===== src/rtl/data_detransposer_if.sv =====
// Bundles the job-control, MVU RAM read-port and output word-stream signals
// of the data detransposer.
// master: the detransposer side; slave: the environment (job issuer, RAM, consumer).
interface data_detransposer_if #(
  parameter int XLEN         = 32,
  parameter int MVU_ADDR_LEN = 32,
  parameter int MVU_DATA_LEN = 64
);
  // Job control
  logic                    start;
  logic [31:0]             prec;
  logic [MVU_ADDR_LEN-1:0] baddr;
  logic                    busy;
  logic                    done;
  // MVU result RAM read port
  logic                    mvu_rd_en;
  logic [MVU_ADDR_LEN-1:0] mvu_rd_addr;
  logic [MVU_DATA_LEN-1:0] mvu_rd_word;
  // Rebuilt word stream
  logic                    oword_valid;
  logic                    oword_ready;
  logic [XLEN-1:0]         oword;
  logic                    oword_last;

  modport master (
    input  start, prec, baddr, mvu_rd_word, oword_ready,
    output busy, done, mvu_rd_en, mvu_rd_addr, oword_valid, oword, oword_last
  );

  modport slave (
    output start, prec, baddr, mvu_rd_word, oword_ready,
    input  busy, done, mvu_rd_en, mvu_rd_addr, oword_valid, oword, oword_last
  );
endinterface


===== src/rtl/data_detransposer.sv =====
// Rebuilds NUM_WORDS bit-parallel words from `prec` bit-plane words read out of
// the MVU result RAM and streams them out over valid/ready.
// Latency: first word valid P+RD_LATENCY+1 edges after start; then one word per cycle.
// Backpressure: oword/oword_valid/oword_last hold while oword_ready is low.
// Ports: clk, rst_n (sync, active-low); bus = job control (start/prec/baddr/busy/done),
//        RAM read port (mvu_rd_en/addr/word), output stream (oword_valid/ready/oword/last).
module data_detransposer #(
  parameter int NUM_WORDS     = 64,
  parameter int XLEN          = 32,
  parameter int MVU_ADDR_LEN  = 32,
  parameter int MVU_DATA_LEN  = 64,
  parameter int MAX_DATA_PREC = 8,
  parameter int RD_LATENCY    = 1
) (
  input  logic                clk,
  input  logic                rst_n,
  data_detransposer_if.master bus
);

  // Widths: plane count (0..MAX inclusive), plane index, word index.
  localparam int PW = $clog2(MAX_DATA_PREC + 1);
  localparam int IW = (MAX_DATA_PREC > 1) ? $clog2(MAX_DATA_PREC) : 1;
  localparam int JW = (NUM_WORDS > 1) ? $clog2(NUM_WORDS) : 1;

  localparam logic [PW-1:0]           P_ONE      = PW'(1);
  localparam logic [PW-1:0]           P_MAX      = PW'(MAX_DATA_PREC);
  localparam logic [31:0]             PREC_MAX32 = 32'(MAX_DATA_PREC);
  localparam logic [IW-1:0]           I_ONE      = IW'(1);
  localparam logic [JW-1:0]           J_ONE      = JW'(1);
  localparam logic [JW-1:0]           J_LAST     = JW'(NUM_WORDS - 1);
  localparam logic [MVU_ADDR_LEN-1:0] A_ONE      = MVU_ADDR_LEN'(1);

  typedef enum logic [1:0] {
    S_IDLE,
    S_FETCH,
    S_WAIT,
    S_OUTPUT
  } state_t;

  // ---------------------------------------------------------------------------
  // State
  // ---------------------------------------------------------------------------
  state_t                                state_q,    state_d;
  logic [PW-1:0]                         p_q,        p_d;        // clamped precision
  logic [IW-1:0]                         req_idx_q,  req_idx_d;  // plane being requested
  logic                                  rd_en_q,    rd_en_d;
  logic [MVU_ADDR_LEN-1:0]               rd_addr_q,  rd_addr_d;
  // Read-tag delay line: stage RD_LATENCY-1 lines up with valid RAM data.
  logic [RD_LATENCY-1:0]                 tag_vld_q,  tag_vld_d;
  logic [RD_LATENCY-1:0][IW-1:0]         tag_idx_q,  tag_idx_d;
  logic                                  cap_last_q, cap_last_d; // plane P-1 is in the buffer
  logic [MAX_DATA_PREC-1:0][NUM_WORDS-1:0] plane_q,  plane_d;
  logic [JW-1:0]                         j_q,        j_d;        // index of presented word
  logic [XLEN-1:0]                       oword_q,    oword_d;
  logic                                  ovalid_q,   ovalid_d;
  logic                                  olast_q,    olast_d;
  logic                                  busy_q,     busy_d;
  logic                                  done_q,     done_d;

  // ---------------------------------------------------------------------------
  // Helpers
  // ---------------------------------------------------------------------------
  logic [PW-1:0]   prec_clamped;
  logic            cap_vld;
  logic [IW-1:0]   cap_idx;
  logic [JW-1:0]   sel_j;
  logic [XLEN-1:0] word_sel;

  always_comb begin
    prec_clamped = bus.prec[PW-1:0];
    if (bus.prec > PREC_MAX32) begin
      prec_clamped = P_MAX;
    end
  end

  assign cap_vld = tag_vld_q[RD_LATENCY-1];
  assign cap_idx = tag_idx_q[RD_LATENCY-1];

  // WAIT loads word 0; OUTPUT preloads the word after the one being handed over.
  assign sel_j = (state_q == S_OUTPUT) ? (j_q + J_ONE) : '0;

  // Bit i of a word comes from plane i. Planes at or above P are masked so a
  // previous, higher-precision job cannot leak stale bits into this one.
  always_comb begin
    word_sel = '0;
    for (int i = 0; i < MAX_DATA_PREC; i++) begin
      if (PW'(i) < p_q) begin
        word_sel[i] = plane_q[i][sel_j];
      end
    end
  end

  // ---------------------------------------------------------------------------
  // Next-state / output logic
  // ---------------------------------------------------------------------------
  always_comb begin
    state_d    = state_q;
    p_d        = p_q;
    req_idx_d  = req_idx_q;
    rd_en_d    = rd_en_q;
    rd_addr_d  = rd_addr_q;
    tag_vld_d  = tag_vld_q;
    tag_idx_d  = tag_idx_q;
    cap_last_d = cap_last_q;
    plane_d    = plane_q;
    j_d        = j_q;
    oword_d    = oword_q;
    ovalid_d   = ovalid_q;
    olast_d    = olast_q;
    busy_d     = busy_q;
    done_d     = 1'b0;

    // Each cycle the request currently on the port enters the delay line.
    tag_vld_d[0] = rd_en_q;
    tag_idx_d[0] = req_idx_q;
    for (int s = 1; s < RD_LATENCY; s++) begin
      tag_vld_d[s] = tag_vld_q[s-1];
      tag_idx_d[s] = tag_idx_q[s-1];
    end

    if (cap_vld) begin
      plane_d[cap_idx] = bus.mvu_rd_word[NUM_WORDS-1:0];
    end

    unique case (state_q)
      S_IDLE: begin
        if (bus.start && (bus.prec != '0)) begin
          p_d        = prec_clamped;
          req_idx_d  = '0;
          rd_en_d    = 1'b1;
          rd_addr_d  = bus.baddr;
          cap_last_d = 1'b0;
          j_d        = '0;
          busy_d     = 1'b1;
          state_d    = S_FETCH;
        end
      end

      S_FETCH: begin
        if (PW'(req_idx_q) == (p_q - P_ONE)) begin
          rd_en_d = 1'b0;
          state_d = S_WAIT;
        end else begin
          req_idx_d = req_idx_q + I_ONE;
          rd_addr_d = rd_addr_q + A_ONE;
        end
      end

      S_WAIT: begin
        // The last plane always lands after FETCH has ended, so the flag is
        // only ever raised here; word 0 is built from the buffer a cycle later.
        if (cap_vld && (PW'(cap_idx) == (p_q - P_ONE))) begin
          cap_last_d = 1'b1;
        end
        if (cap_last_q) begin
          oword_d    = word_sel;
          ovalid_d   = 1'b1;
          olast_d    = (J_LAST == '0);
          j_d        = '0;
          cap_last_d = 1'b0;
          state_d    = S_OUTPUT;
        end
      end

      S_OUTPUT: begin
        if (bus.oword_ready) begin
          if (j_q == J_LAST) begin
            ovalid_d = 1'b0;
            olast_d  = 1'b0;
            busy_d   = 1'b0;
            done_d   = 1'b1;
            state_d  = S_IDLE;
          end else begin
            j_d     = j_q + J_ONE;
            oword_d = word_sel;
            olast_d = ((j_q + J_ONE) == J_LAST);
          end
        end
      end

      default: state_d = S_IDLE;
    endcase
  end

  // ---------------------------------------------------------------------------
  // Registers
  // ---------------------------------------------------------------------------
  always_ff @(posedge clk) begin
    if (!rst_n) begin
      state_q    <= S_IDLE;
      p_q        <= '0;
      req_idx_q  <= '0;
      rd_en_q    <= 1'b0;
      rd_addr_q  <= '0;
      tag_vld_q  <= '0;
      tag_idx_q  <= '0;
      cap_last_q <= 1'b0;
      plane_q    <= '0;
      j_q        <= '0;
      oword_q    <= '0;
      ovalid_q   <= 1'b0;
      olast_q    <= 1'b0;
      busy_q     <= 1'b0;
      done_q     <= 1'b0;
    end else begin
      state_q    <= state_d;
      p_q        <= p_d;
      req_idx_q  <= req_idx_d;
      rd_en_q    <= rd_en_d;
      rd_addr_q  <= rd_addr_d;
      tag_vld_q  <= tag_vld_d;
      tag_idx_q  <= tag_idx_d;
      cap_last_q <= cap_last_d;
      plane_q    <= plane_d;
      j_q        <= j_d;
      oword_q    <= oword_d;
      ovalid_q   <= ovalid_d;
      olast_q    <= olast_d;
      busy_q     <= busy_d;
      done_q     <= done_d;
    end
  end

  // ---------------------------------------------------------------------------
  // Outputs (all registered)
  // ---------------------------------------------------------------------------
  assign bus.busy        = busy_q;
  assign bus.done        = done_q;
  assign bus.mvu_rd_en   = rd_en_q;
  assign bus.mvu_rd_addr = rd_addr_q;
  assign bus.oword_valid = ovalid_q;
  assign bus.oword       = oword_q;
  assign bus.oword_last  = olast_q;

  // RAM data bits above one plane carry nothing for this block.
  if (MVU_DATA_LEN > NUM_WORDS) begin : g_rd_hi
    logic unused_rd_hi;
    assign unused_rd_hi = ^bus.mvu_rd_word[MVU_DATA_LEN-1:NUM_WORDS];
  end

endmodule


===== src/flat_wrapper.sv =====
// flat-port wrapper written by rule: the top's interface ports become plain ports
module data_detransposer_flat 
#(
  parameter int NUM_WORDS     = 64,
  parameter int XLEN          = 32,
  parameter int MVU_ADDR_LEN  = 32,
  parameter int MVU_DATA_LEN  = 64,
  parameter int MAX_DATA_PREC = 8,
  parameter int RD_LATENCY    = 1
)
  (clk, rst_n, bus_start, bus_prec, bus_baddr, bus_mvu_rd_word, bus_oword_ready, bus_busy, bus_done, bus_mvu_rd_en, bus_mvu_rd_addr, bus_oword_valid, bus_oword, bus_oword_last);
  data_detransposer_if #(.XLEN(XLEN), .MVU_ADDR_LEN(MVU_ADDR_LEN), .MVU_DATA_LEN(MVU_DATA_LEN)) bus_i ();
  input  logic clk;
  input  logic rst_n;
  input wire logic [$bits(bus_i.start)-1:0] bus_start;
  input wire logic [$bits(bus_i.prec)-1:0] bus_prec;
  input wire logic [$bits(bus_i.baddr)-1:0] bus_baddr;
  input wire logic [$bits(bus_i.mvu_rd_word)-1:0] bus_mvu_rd_word;
  input wire logic [$bits(bus_i.oword_ready)-1:0] bus_oword_ready;
  output wire logic [$bits(bus_i.busy)-1:0] bus_busy;
  output wire logic [$bits(bus_i.done)-1:0] bus_done;
  output wire logic [$bits(bus_i.mvu_rd_en)-1:0] bus_mvu_rd_en;
  output wire logic [$bits(bus_i.mvu_rd_addr)-1:0] bus_mvu_rd_addr;
  output wire logic [$bits(bus_i.oword_valid)-1:0] bus_oword_valid;
  output wire logic [$bits(bus_i.oword)-1:0] bus_oword;
  output wire logic [$bits(bus_i.oword_last)-1:0] bus_oword_last;
  assign bus_i.start = bus_start;
  assign bus_i.prec = bus_prec;
  assign bus_i.baddr = bus_baddr;
  assign bus_i.mvu_rd_word = bus_mvu_rd_word;
  assign bus_i.oword_ready = bus_oword_ready;
  assign bus_busy = bus_i.busy;
  assign bus_done = bus_i.done;
  assign bus_mvu_rd_en = bus_i.mvu_rd_en;
  assign bus_mvu_rd_addr = bus_i.mvu_rd_addr;
  assign bus_oword_valid = bus_i.oword_valid;
  assign bus_oword = bus_i.oword;
  assign bus_oword_last = bus_i.oword_last;
  data_detransposer #(.NUM_WORDS(NUM_WORDS), .XLEN(XLEN), .MVU_ADDR_LEN(MVU_ADDR_LEN), .MVU_DATA_LEN(MVU_DATA_LEN), .MAX_DATA_PREC(MAX_DATA_PREC), .RD_LATENCY(RD_LATENCY)) u_core (.clk(clk), .rst_n(rst_n), .bus(bus_i));
endmodule

===== config.mk =====
export PLATFORM = sky130hd
export DESIGN_NAME = data_detransposer_flat
export DESIGN_NICKNAME = d
export VERILOG_FILES = /design/src/rtl/data_detransposer_if.sv /design/src/rtl/data_detransposer.sv /design/src/flat_wrapper.sv
export SDC_FILE = /design/constraint.sdc
export NUM_CORES = 2
export LEC_CHECK = 0
export ABC_AREA = 0
export CORE_MARGIN = 2
export CORE_UTILIZATION = 53
export DETAILED_ROUTE_END_ITERATION = 6
export GPL_TIMING_DRIVEN = 1
export PLACE_DENSITY = 0.76
export SKIP_CTS_REPAIR_TIMING = 1
export SYNTH_ARGS = -nofsm -noshare
export SYNTH_HDL_FRONTEND = slang
export SYNTH_SLANG_ARGS = --single-unit

===== constraint.sdc =====
create_clock -name clk -period 3.3 [get_ports clk]
set_input_delay 0.66 -clock clk [delete_from_list [all_inputs] [get_ports clk]]
set_output_delay 0.66 -clock clk [all_outputs]
set_load 0.02 [all_outputs]

# Yosys cells after proc, flatten, opt, wreduce, memory -nomap -nowiden
# Index checks and enable logic that the tools add are counted.
[totals] n_memories=0 mem_bits_ro=0 latch_bits=0 out_inout_bits=69 regBits=601 elab_cells=140 ram_bits=0 in_bits=132
[classes] reduce_logical=21 n_mul=0 addsub=4 div_mod_pow=0 eq_ne=14 bitwise=0 magnitude_cmp=12 n_mux=67 shift=0
[op_table] cell="bitwise mux 512 bit" count=1
[op_table] cell="demux 64 bit (select 3 bit)" count=1
[op_table] cell="2-to-1 mux 32 bit" count=5
[op_table] cell="case mux 32 bit (2 select lines)" count=2
[op_table] cell="2-to-1 mux 64 bit" count=1
[op_table] cell="binary-select mux 1 bit (select 6 bit)" count=8
[op_table] cell="adder 32 x 1 -> 32 bit, second input constant" count=1
[op_table] cell="greater-than comparator 32 x 4 -> 1 bit, second input constant" count=1
[op_table] cell="nonzero test 32 bit" count=1
[op_table] cell="2-to-1 mux 6 bit" count=5
[op_table] cell="2-to-1 mux 1 bit" count=28
[op_table] cell="case mux 6 bit (3 select lines)" count=1
[op_table] cell="< comparator 3 x 4 -> 1 bit, first input constant" count=4
[op_table] cell="== test 6 bit, second input constant" count=2
[op_table] cell="AND reduction 3 bit" count=4
[op_table] cell="AND reduction 4 bit" count=3
[op_table] cell="2-to-1 mux 2 bit" count=5
[op_table] cell="case mux 1 bit (2 select lines)" count=5
[op_table] cell="AND reduction 5 bit" count=2
[op_table] cell="== test 3 x 4 -> 1 bit" count=2
[op_table] cell="< comparator 1 x 4 -> 1 bit, first input constant" count=2
[op_table] cell="< comparator 2 x 4 -> 1 bit, first input constant" count=2
[op_table] cell="inequality test 2 bit, second input constant" count=4
[op_table] cell="case mux 2 bit (4 select lines)" count=1
[op_table] cell="17 further kinds" count=27

# Longest topological paths before layout
[depth] depth_word=8 mapped_depth=16 ltp_nobuf=9

# Worst setup path after synthesis
# No wires, ideal clock.
[synth_path] path_kind="flip-flop to flip-flop" startpoint="register u_core.j_q[0]" endpoint="register u_core.oword_q[6], in the netlist u_core.bus.oword[6]" t_arrival_ns=3.157 path_stages_with_launch=15 path_slack_ns=0.013 path_buffers=6 required_time_ns=3.170 period_less_slack_ns=3.287 setup_time_ns=0.130 cell_sequence="dfxtp_1 -> buf_2 -> buf_2 -> clkinv_1 -> clkbuf_1 -> ha_1 -> buf_4 -> buf_2 -> buf_2 -> mux2_2 -> a222oi_1 -> o211ai_1 -> o211a_1 -> o21ai_0 -> o211ai_1"
[synth_between] elab_chain_cells=8 elab_cells_between_ends=12 classes_between="add/sub (1); eq/ne (2); mux (8); reduce/logical (1)"
[synth_rtl] element="start, declared" line_no="data_detransposer.sv:53" rtl="logic [JW-1:0] j_q, j_d;"
[synth_rtl] element="start signal, assigned" line_no="data_detransposer.sv:215" rtl="j_q <= j_d;"
[synth_rtl] element="adder 6 x 1 -> 6 bit" line_no="data_detransposer.sv:80" rtl="assign sel_j = (state_q == S_OUTPUT) ? (j_q + J_ONE) : '0;"
[synth_rtl] element="2-to-1 mux 6 bit" line_no="data_detransposer.sv:80"
[synth_rtl] element="binary-select mux 1 bit (select 6 bit)" line_no="data_detransposer.sv:88" rtl="word_sel[i] = plane_q[i][sel_j];"
[synth_rtl] element="2-to-1 mux 1 bit (not written as such)" line_no="data_detransposer.sv:88"
[synth_rtl] element="2-to-1 mux 1 bit" line_no="data_detransposer.sv:87" rtl="if (PW'(i) < p_q) begin"
[synth_rtl] element="2-to-1 mux 32 bit" line_no="data_detransposer.sv:167" rtl="if (j_q == J_LAST) begin"
[synth_rtl] element="2-to-1 mux 32 bit" line_no="data_detransposer.sv:166" rtl="if (bus.oword_ready) begin"
[synth_rtl] element="case mux 32 bit (2 select lines)" line_no="data_detransposer.sv:125" rtl="unique case (state_q)"
[synth_rtl] element="end signal, assigned" line_no="data_detransposer.sv:216" rtl="oword_q <= oword_d;"
[synth_rtl] element="end, declared" line_no="data_detransposer.sv:54" rtl="logic [XLEN-1:0] oword_q, oword_d;"
# Several ways; a longest one is shown, not always the timed one. The select of a mux whose other input is x is not followed.
# A chain may end at the register's enable or synchronous reset.

# Worst setup path after layout
[layout_path] startpoint="register u_core.j_q[0]" endpoint="register u_core.oword_q[2], in the netlist u_core.bus.oword[2]"
# Same word-level chain as after synthesis.

==> results.md <==
Run status:
- The flow ran to the end, and the final reports show no timing, DRC or antenna violations.

Synthesis:
- The top flip-flop cell by instance count after synthesis is dfxtp_1.
- The number of unique standard cell types used by synthesis is 79.
- The part of the Yosys area used for sequential elements is 0.4362.
- The fraction of registers with async set/reset is 0.
- The warning count from the yosys run is 0.
- Synthesis produced 3521 cells.
- The summed instance area of the synthesized netlist is 26480 µm².
- Synthesis inferred 577 register bits.
- Yosys mapped a number of flops with a built-in enable equal to 0.
- The post-synthesis average cell area is 7.522 µm².

Floorplanning:
- The die covers 51770 µm².
- The core region area is 49150 µm².
- The height of the chip is 227.5 µm.
- The initial utilization of the core area, before any placement, comes to 0.5388.
- The cell row count is 81.
- The die width is 227.5 µm.
- During I/O placement, the number of pins put on the boundary was 201.

CTS:
- CTS saw 577 sinks.
- The tree is rooted in a clkbuf_16.
- The CTS tree is built.
- Clock-pin slew was measured on the worst setup and hold paths at 0.06 ns.
- In this run the number of H-tree levels came out at 2.
- Clock tree synthesis inserted a total of 57 buffers.
- The buffer levels on the longest clock path is 3.
- The worst-skew pair later-pin latency is 0.63 ns.

Power and ir drop:
- The combinational fraction of design power is 0.191.
- The worst IR drop on VDD is 669.8 µV.
- Of the total power, the clock network draws 0.378.
- The power density relative to cell area is 576.2 nW/µm².
- Of the total power, the share spent switching nets is 0.2989.
- In this run the static leakage power is 10.42 nW.
- The overall power is 17.64 mW.
- Internal power comes to 12.37 mW.
- The sequential power share is 0.431.
- The analysis attributes to net switching a power of 5.273 mW.

Setup path:
- The nature of the critical path startpoint is a register.
- The depth of the most critical reg-to-reg path is 10.
- Along the worst path, the maximum fanout reaches 20.
- The worst setup path is captured at a register.
- The critical path in this run is classified as reg -> reg.
- The startpoint of the worst register-to-register path is u_core.j_q[0]$_SDFFE_PN0P_.
- The worst flop-to-flop path endpoint is u_core.bus.oword[2]$_SDFFE_PN0P_.
- At the worst endpoint, the required time is 3.80 ns.
- The arrival time of data at the critical path endpoint is 3.64 ns.
- Setup slack on the worst reg-to-reg path comes out at 0.16 ns.

Detailed routing:
- The routed layout has 25638 vias.
- The detail route stage leaves a number of antenna-violating nets equal to 0.
- The first detailed-routing pass took 5 iterations.
- The DRC marker count from the first detailed-route iteration is 3475.
- The number of DRC violations after detailed routing is 0.
- The final routed wirelength across all metal layers is 85720 µm.
- In the routed layout, each cell is associated on average with a via count of 6.070.
- In the final routed layout, each cell accounts on average for 20.29 µm.

Placement:
- The total half-perimeter wirelength after legalization and detailed placement is 52680 µm.
- Port buffering added 176 buffers.
- The global placer's final weighted congestion is 0.9262.
- At the placement stage, the worst setup path has a slack of 0.1587 ns.
- The number of cells in the design after placement is 4116.

Global route:
- For met3 alone, demand over resource in global routing was 0.05692.
- For met2 alone, demand over resource in global routing was 0.5185.
- After global routing, the most crowded layer is met2.
- The total grt overflow is 0.
- The number of antenna violations at the first check in global routing is 2.
- For this run, the total global-route usage over all layers was measured as 0.3268.
- The via count of the first global-routing pass is 23791.
- For met1 alone, demand over resource in global routing was 0.4428.
- The global-route wire length before repair is 133800 µm.
- The pin count of the biggest net entering global routing is 177.

Timing:
- The post-route clock period utilization is 0.9511.
- The maximum clock rate is 0.3186 GHz.
- In this run the tightest slew margin relative to its limit is 0.3632.
- The clock skew is 0.02343 ns.
- The clock period could shrink to 3.139 ns.
- The setup TNS after final layout is 0 ns.
- The number of max-slew violations in the final report is 0.
- Setup slack closes at 0.1613 ns.
- The count of final setup violators is 0.
- Setup repair after global routing left no endpoint under its margin.
- The final number of hold-violating endpoints is 0.
- For the pin with the worst max-slew slack, the measured transition is 0.9552 ns.

Finish:
- After the flow finishes, the layout carries non-filler instances totaling 4224.
- The proportion of layout cells with a drive suffix above 1 is 0.08907.
- The number of nets in the final layout is 3654.
- Compared with the post-synthesis result, the final layout area differs by 15.61%.

Min path:
- The worst hold path terminates at u_core.plane_q[469]$_SDFFE_PN0P_.
- The class of the tightest hold or removal check is reg -> reg.
- The worst hold path passes through 2 cells.
- The worst hold path begins at u_core.plane_q[469]$_SDFFE_PN0P_.

Flow run:
- The max-cap check violation count is 0.
## flip-flops by register name (all words and copies together), names as in the netlist, 2 cells and up
name and flops:
u_core.bus.mvu_rd_addr 32, u_core.j_q 6, u_core.req_idx_q 3, u_core.cap_idx 3, u_core.p_q 4, u_core.state_q 2
u_core.plane_q 512, u_core.bus.oword 8
## worst max path at each step
| stage | from | slack [ns] | endpoint | cells after the start |
|---|---|---|---|---|
| 6_report | u_core.j_q[0]$_SDFFE_PN0P_ | 0.16 | u_core.bus.oword[2]$_SDFFE_PN0P_ | 10 |
| 5_1_grt | u_core.j_q[0]$_SDFFE_PN0P_ | 0.1 | u_core.bus.oword[2]$_SDFFE_PN0P_ | 11 |
| 4_1_cts | u_core.j_q[0]$_SDFFE_PN0P_ | 0.28 | u_core.bus.oword[2]$_SDFFE_PN0P_ | 10 |
| 3_5_place_dp | bus_prec[25] | 0.16 | u_core.bus.mvu_rd_addr[30]$_SDFFE_PN0P_ | 9 |
| 3_3_place_gp | bus_prec[25] | 0.16 | u_core.bus.mvu_rd_addr[30]$_SDFFE_PN0P_ | 9 |
| 2_1_floorplan | u_core.j_q[0]$_SDFFE_PN0P_ | 0.01 | u_core.bus.oword[6]$_SDFFE_PN0P_ | 14 |
## worst max-delay path, cell delays in order (launching register included)
cell and delay (ns):
dfxtp_4 0.36, clkinv_1 0.11, ha_4 0.57, buf_4 0.36
mux2i_1 0.30, o2bb2ai_1 0.11, a221oi_1 0.33, a311oi_1 0.08
o21ai_0 0.37, nand4_1 0.15, a32o_1 0.27
## Yosys cell counts, drive strengths merged (13+ instances only)
library cell | instances | area share
nand2 | 1128 | 0.16
a21oi | 620 | 0.12
dfxtp | 577 | 0.44
clkbuf | 282 | 0.043
o21ai | 128 | 0.025
buf | 84 | 0.019
nor2 | 79 | 0.011
mux2 | 69 | 0.029
o22ai | 63 | 0.015
mux2i | 60 | 0.023
nor3 | 51 | 0.0096
a221oi | 30 | 0.0099
nand3 | 28 | 0.0053
a211oi | 26 | 0.0074
nor2b | 22 | 0.0052
o221ai | 17 | 0.0056
inv | 15 | 0.0021
nor4 | 15 | 0.0035
o211ai | 15 | 0.0050
a22oi | 14 | 0.0040
and2 | 14 | 0.0033
nand4 | 14 | 0.0033
a221o | 13 | 0.0049
a31oi | 13 | 0.0031
## area by class of cell
cell class                      instances  area, µm²
Timing Repair Buffer                  274       2760
Multi-Input combinational cell       2584      13480
Antenna cell                            1      2.502
Inverter                               17      71.32
Fill cell                            4342      18540
Tap cell                              664      830.8
Sequential cell                       577      11550
Clock buffer                           85       1725
Clock inverter                         22      193.9
## metal layers
| layer | wire [µm] | part of all wire |
|---|---|---|
| met5 | 19 | 0.00022 |
| met4 | 2965 | 0.035 |
| met3 | 8917 | 0.10 |
| met2 | 39140 | 0.46 |
| met1 | 34680 | 0.40 |
## power groups by stage
stage	Combinational, mW	Clock, mW	Sequential (mW)
2_1_floorplan	2.03	0	7.84
3_3_place_gp	3.27	0	7.74
3_5_place_dp	3.31	0	7.74
4_1_cts	3.32	6.70	7.59
5_1_grt	3.63	6.97	7.65
6_report	3.37	6.67	7.60
## placed cells by master (no fill, tap or decap), types with 8 or more instances in the layout
| cell | n |
|---|---|
| clkdlybuf4s50_1 | 176 |
| a22oi_1 | 14 |
| clkinv_2 | 16 |
| and3_1 | 11 |
| o2bb2ai_1 | 10 |
| nor4_1 | 15 |
| conb_1 | 24 |
| mux2i_1 | 60 |
| nand3_1 | 24 |
| o211ai_1 | 13 |
| clkbuf_16 | 60 |
| a31oi_1 | 13 |
| clkbuf_8 | 13 |
| dfxtp_1 | 576 |
| and2_1 | 14 |
| o21ai_0 | 117 |
| a221oi_1 | 30 |
| xnor2_1 | 8 |
| a221o_1 | 13 |
| buf_4 | 77 |
| ha_1 | 8 |
| nand4_1 | 14 |
| o221ai_1 | 17 |
| buf_12 | 21 |
| nor2b_1 | 20 |
| clkbuf_1 | 12 |
| a211oi_1 | 26 |
| mux2_2 | 69 |
| nand2_1 | 1125 |
| inv_1 | 14 |
| o22ai_1 | 63 |
| nor2_1 | 73 |
| a21oi_1 | 618 |
| nor3_1 | 49 |
## stage by stage
step | utilization | hold WS (ns) | instance area, µm²
detailed placement | 0.5838 | 0.4428 | 28700
finish | 0.6229 | 0.4484 | 30620
global placement | 0.5838 | 0.4381 | 28700
floorplan | - | 0.4317 | 26570
CTS | 0.6229 | 0.4511 | 30620
global route | 0.6229 | 0.4662 | 30620
## logic make-up (layout without fill, tap and decap cells)
kind of cell	count (synthesis)	in the layout	synth area share
simple gates	1392	1392	0.2124
compound gates	1009	1009	0.2208
flops	577	577	0.4362
buf+inv	383	398	0.06463
mux	133	133	0.05542
xor+xnor	15	15	0.005244
fa+ha+maj	11	11	0.005197
other cells	1	25	0.0001416
Note: power is estimated with default switching activity, not from simulation.
==> variant, RTL diff (same settings) <==
`oword_q` no longer has a reset.
--- a/src/rtl/data_detransposer.sv
+++ b/src/rtl/data_detransposer.sv
@@ -197,7 +197,6 @@
       cap_last_q <= 1'b0;
       plane_q    <= '0;
       j_q        <= '0;
-      oword_q    <= '0;
       ovalid_q   <= 1'b0;
       olast_q    <= 1'b0;
       busy_q     <= 1'b0;
@@ -213,12 +212,15 @@
       cap_last_q <= cap_last_d;
       plane_q    <= plane_d;
       j_q        <= j_d;
-      oword_q    <= oword_d;
       ovalid_q   <= ovalid_d;
       olast_q    <= olast_d;
       busy_q     <= busy_d;
       done_q     <= done_d;
     end
+  end
+
+  always_ff @(posedge clk) begin
+    oword_q <= oword_d;
   end
 
   // ---------------------------------------------------------------------------
Behaviour: same outputs for any inputs over 4 cycles, from zero or initial values and one cycle with rst_n low; that may be too few to reach the edited logic, so the function may still have changed.
==> variant against the unedited design <==
Final area up 0.66%; utilization up 0.41 points; routed wire length up 0.62%; synthesized cell count down 0.62%; setup slack better by 0.033 ns; area after synthesis unchanged; hold slack better by 0.0032 ns; die area unchanged; total power up 4.8%; sequential cell count unchanged; critical path type unchanged; final cell count down 0.12%.
==> variant: results (changes against the unedited design) <==
| Metric | Value |
|---|---|
| Count of cell types in the netlist | 80 (+1.3%) |
| DPL Wire Length | 54.4 mm (+3.3%) |
| First-pass GRT wire length | 133 mm (-0.35%) |
| Delay-heaviest family, CP | compound AO/OA/AOI/OAI gates |
| Worst Hold Depth | 2 (unchanged) |
| Post-synth EDFFs | 8 (+8) |
| Layout cell share with drive strength beyond 1 | 9.14% (+0.24 points) |
| Worst reg2reg path startpoint | u_core.j_q[0] |
| Setup Slack @ Placement | 0.210 ns (+0.0514 ns) |
| Max FFs per register | 512 (unchanged) |
| H-tree Lvls | 2 (unchanged) |
| Number of global-route vias before repair | 23.4k (-1.8%) |
| Pre-Repair DR Iteration Count | 6 (+1) |
| Layout Skew | 0.0126 ns (-0.0109 ns) |
| Worst slew margin | 40.4% (+4.1 points) |
| CP max FO | 28 (+40%) |
| CTS root buf | clkbuf_16 |
| # setup viols final | 0 (unchanged) |
| Maximum VDD drop | 0.000414 V (-38%) |
| Initial DRC Count | 3,184 (-8.4%) |
| YS warnings | 0 (unchanged) |
| Worst min-delay path startpoint | u_core.plane_q[269] |
| Setup TNS Final | 0 ns (unchanged) |
| CTS max path bufs | 3 (unchanged) |
| Count leader, synth | nand2_1 |
| Largest cells by area after synthesis | dfxtp_1, nand2_1, a21oi_1, clkbuf_1, mux2i_1 |
| IO Port Bufs | 176 (unchanged) |
| Clk_lat worst skew | around 0.64 ns |
| Reg2reg setup slack | 0.19 ns (+0.03 ns) |
| WL/cell | 20.4 µm (+0.74%) |
| Initial antenna violation count | 1 (-1) |
| Reg2Reg Depth | 11 (+1) |
| Largest net degree at the start of global routing | 95 (-46%) |
| Post-DP Area | 28,700 µm² (about the same) |
| Reg-to-Reg End | u_core.bus.oword[7] |
| Final nets | 3,648 (-0.16%) |
| Synth top cells by count | nand2_1, a21oi_1, dfxtp_1, clkbuf_1, o21ai_0 |
| Fill cells | 4,370 (+0.64%) |
| DR vias | 25.6k (-0.15%) |
| Synth async-reset ratio | 0% (unchanged) |
| Biggest register | u_core.plane_q |
| Synth-to-Final Area Change | 16.4% |
| Status | finished clean |
| HP Class | reg2reg |
| Number of antenna diodes | 0 (-1) |
| CP peak stage delay | 0.49 ns (-0.08 ns) |
| Final GP Congestion | 0.945 (+2.0%) |
| CTS Buf Count | 59 (+3.5%) |
| Clock slew at reported path FFs | 0.06 ns (about the same) |
| Slowest-stage cell, CP | o32ai_1 |
| Post-synthesis sequential area ratio | 43.9% (+0.30 points) |
| Hold Path End | u_core.plane_q[269] |
| GRT Total Usage | 32.8% (+0.11 points) |
| LEAKAGE | 10.3 nW (-1.3%) |
-- variant: cell types whose count changed in the layout (fill, tap and decap cells not counted), sizes merged, moves of 11 or more --
| cell | delta |
|---|---|
| nand3 | +21 |
| o21ai | -33 |
| a221o | -11 |
| o22ai | -12 |
| mux2 | -23 |
| nand2 | +38 |
| mux4 | +17 |
| nor3 | -22 |
-- variant: worst max path at each step --
stage	end	from	slack [ns]
2_1_floorplan	u_core.bus.oword[1]	u_core.j_q[0]	0.006
3_3_place_gp	u_core.bus.mvu_rd_addr[19]	bus_prec[26]	0.22
3_5_place_dp	u_core.bus.mvu_rd_addr[28]	bus_prec[25]	0.21
4_1_cts	u_core.bus.oword[7]	u_core.j_q[0]	0.29
5_1_grt	u_core.bus.oword[7]	u_core.j_q[0]	0.06
6_report	u_core.bus.oword[7]	u_core.j_q[0]	0.19
-- variant: stage by stage --
| stage | total power [mW] | instances | hold slack [ns] |
|---|---|---|---|
| detailed placement | 11.4 | 4107 | 0.443 |
| floorplan | 10.0 | 3522 | 0.431 |
| global route | 19.1 | 4219 | 0.463 |
| global placement | 11.3 | 4107 | 0.437 |
| CTS | 18.4 | 4219 | 0.452 |
| finish | 18.5 | 4219 | 0.452 |
-- variant: power by group --
part,switching [mW],internal (mW)
clock network,2.92,4.23
registers,0.408,7.35
logic,2.22,1.36
-- variant: final cells by class --
cell class                 instances  area share, %
timing repair buffer             281           9.00
tap                              664           2.70
inverter                          25          0.329
clock inverter                    24          0.861
clock buffer                      88           5.96
sequential                       577           37.8
multi-input combinational       2560           43.4
-- variant: cell families (layout without fill, tap and decap cells) --
group                      after synthesis  in the layout  synth area share, %
other                                    1             24               0.0142
xor gates and xnor gates                16             16                0.529
and+or+nand+nor                       1421           1421                 21.5
muxes                                  119            119                 5.71
AOI/OAI and AO/OA                      968            968                 21.3
DFF                                    577            577                 43.9
buffers and inverters                  385            418                 6.47
adders and majority gates               12             12                0.567
-- variant: metal layers --
layer | GRT usage [%] | part of all wire (%) | vias to the layer above
met4 | 13.6 | 3.9 | 2
met5 | 0 | 0.014 | -
li1 | - | - | 11880
met1 | 45.4 | 41 | 12095
met2 | 50.1 | 44 | 1371
met3 | 6.39 | 11 | 252
-- variant: worst min-delay path: cells and delay by family, from the launching register on --
| family | cells | cell delay, ns |
|---|---|---|
| AOI/OAI and AO/OA | 1 | 0.05 |
| DFF | 1 | 0.31 |
| and+or+nand+nor | 1 | 0.05 |
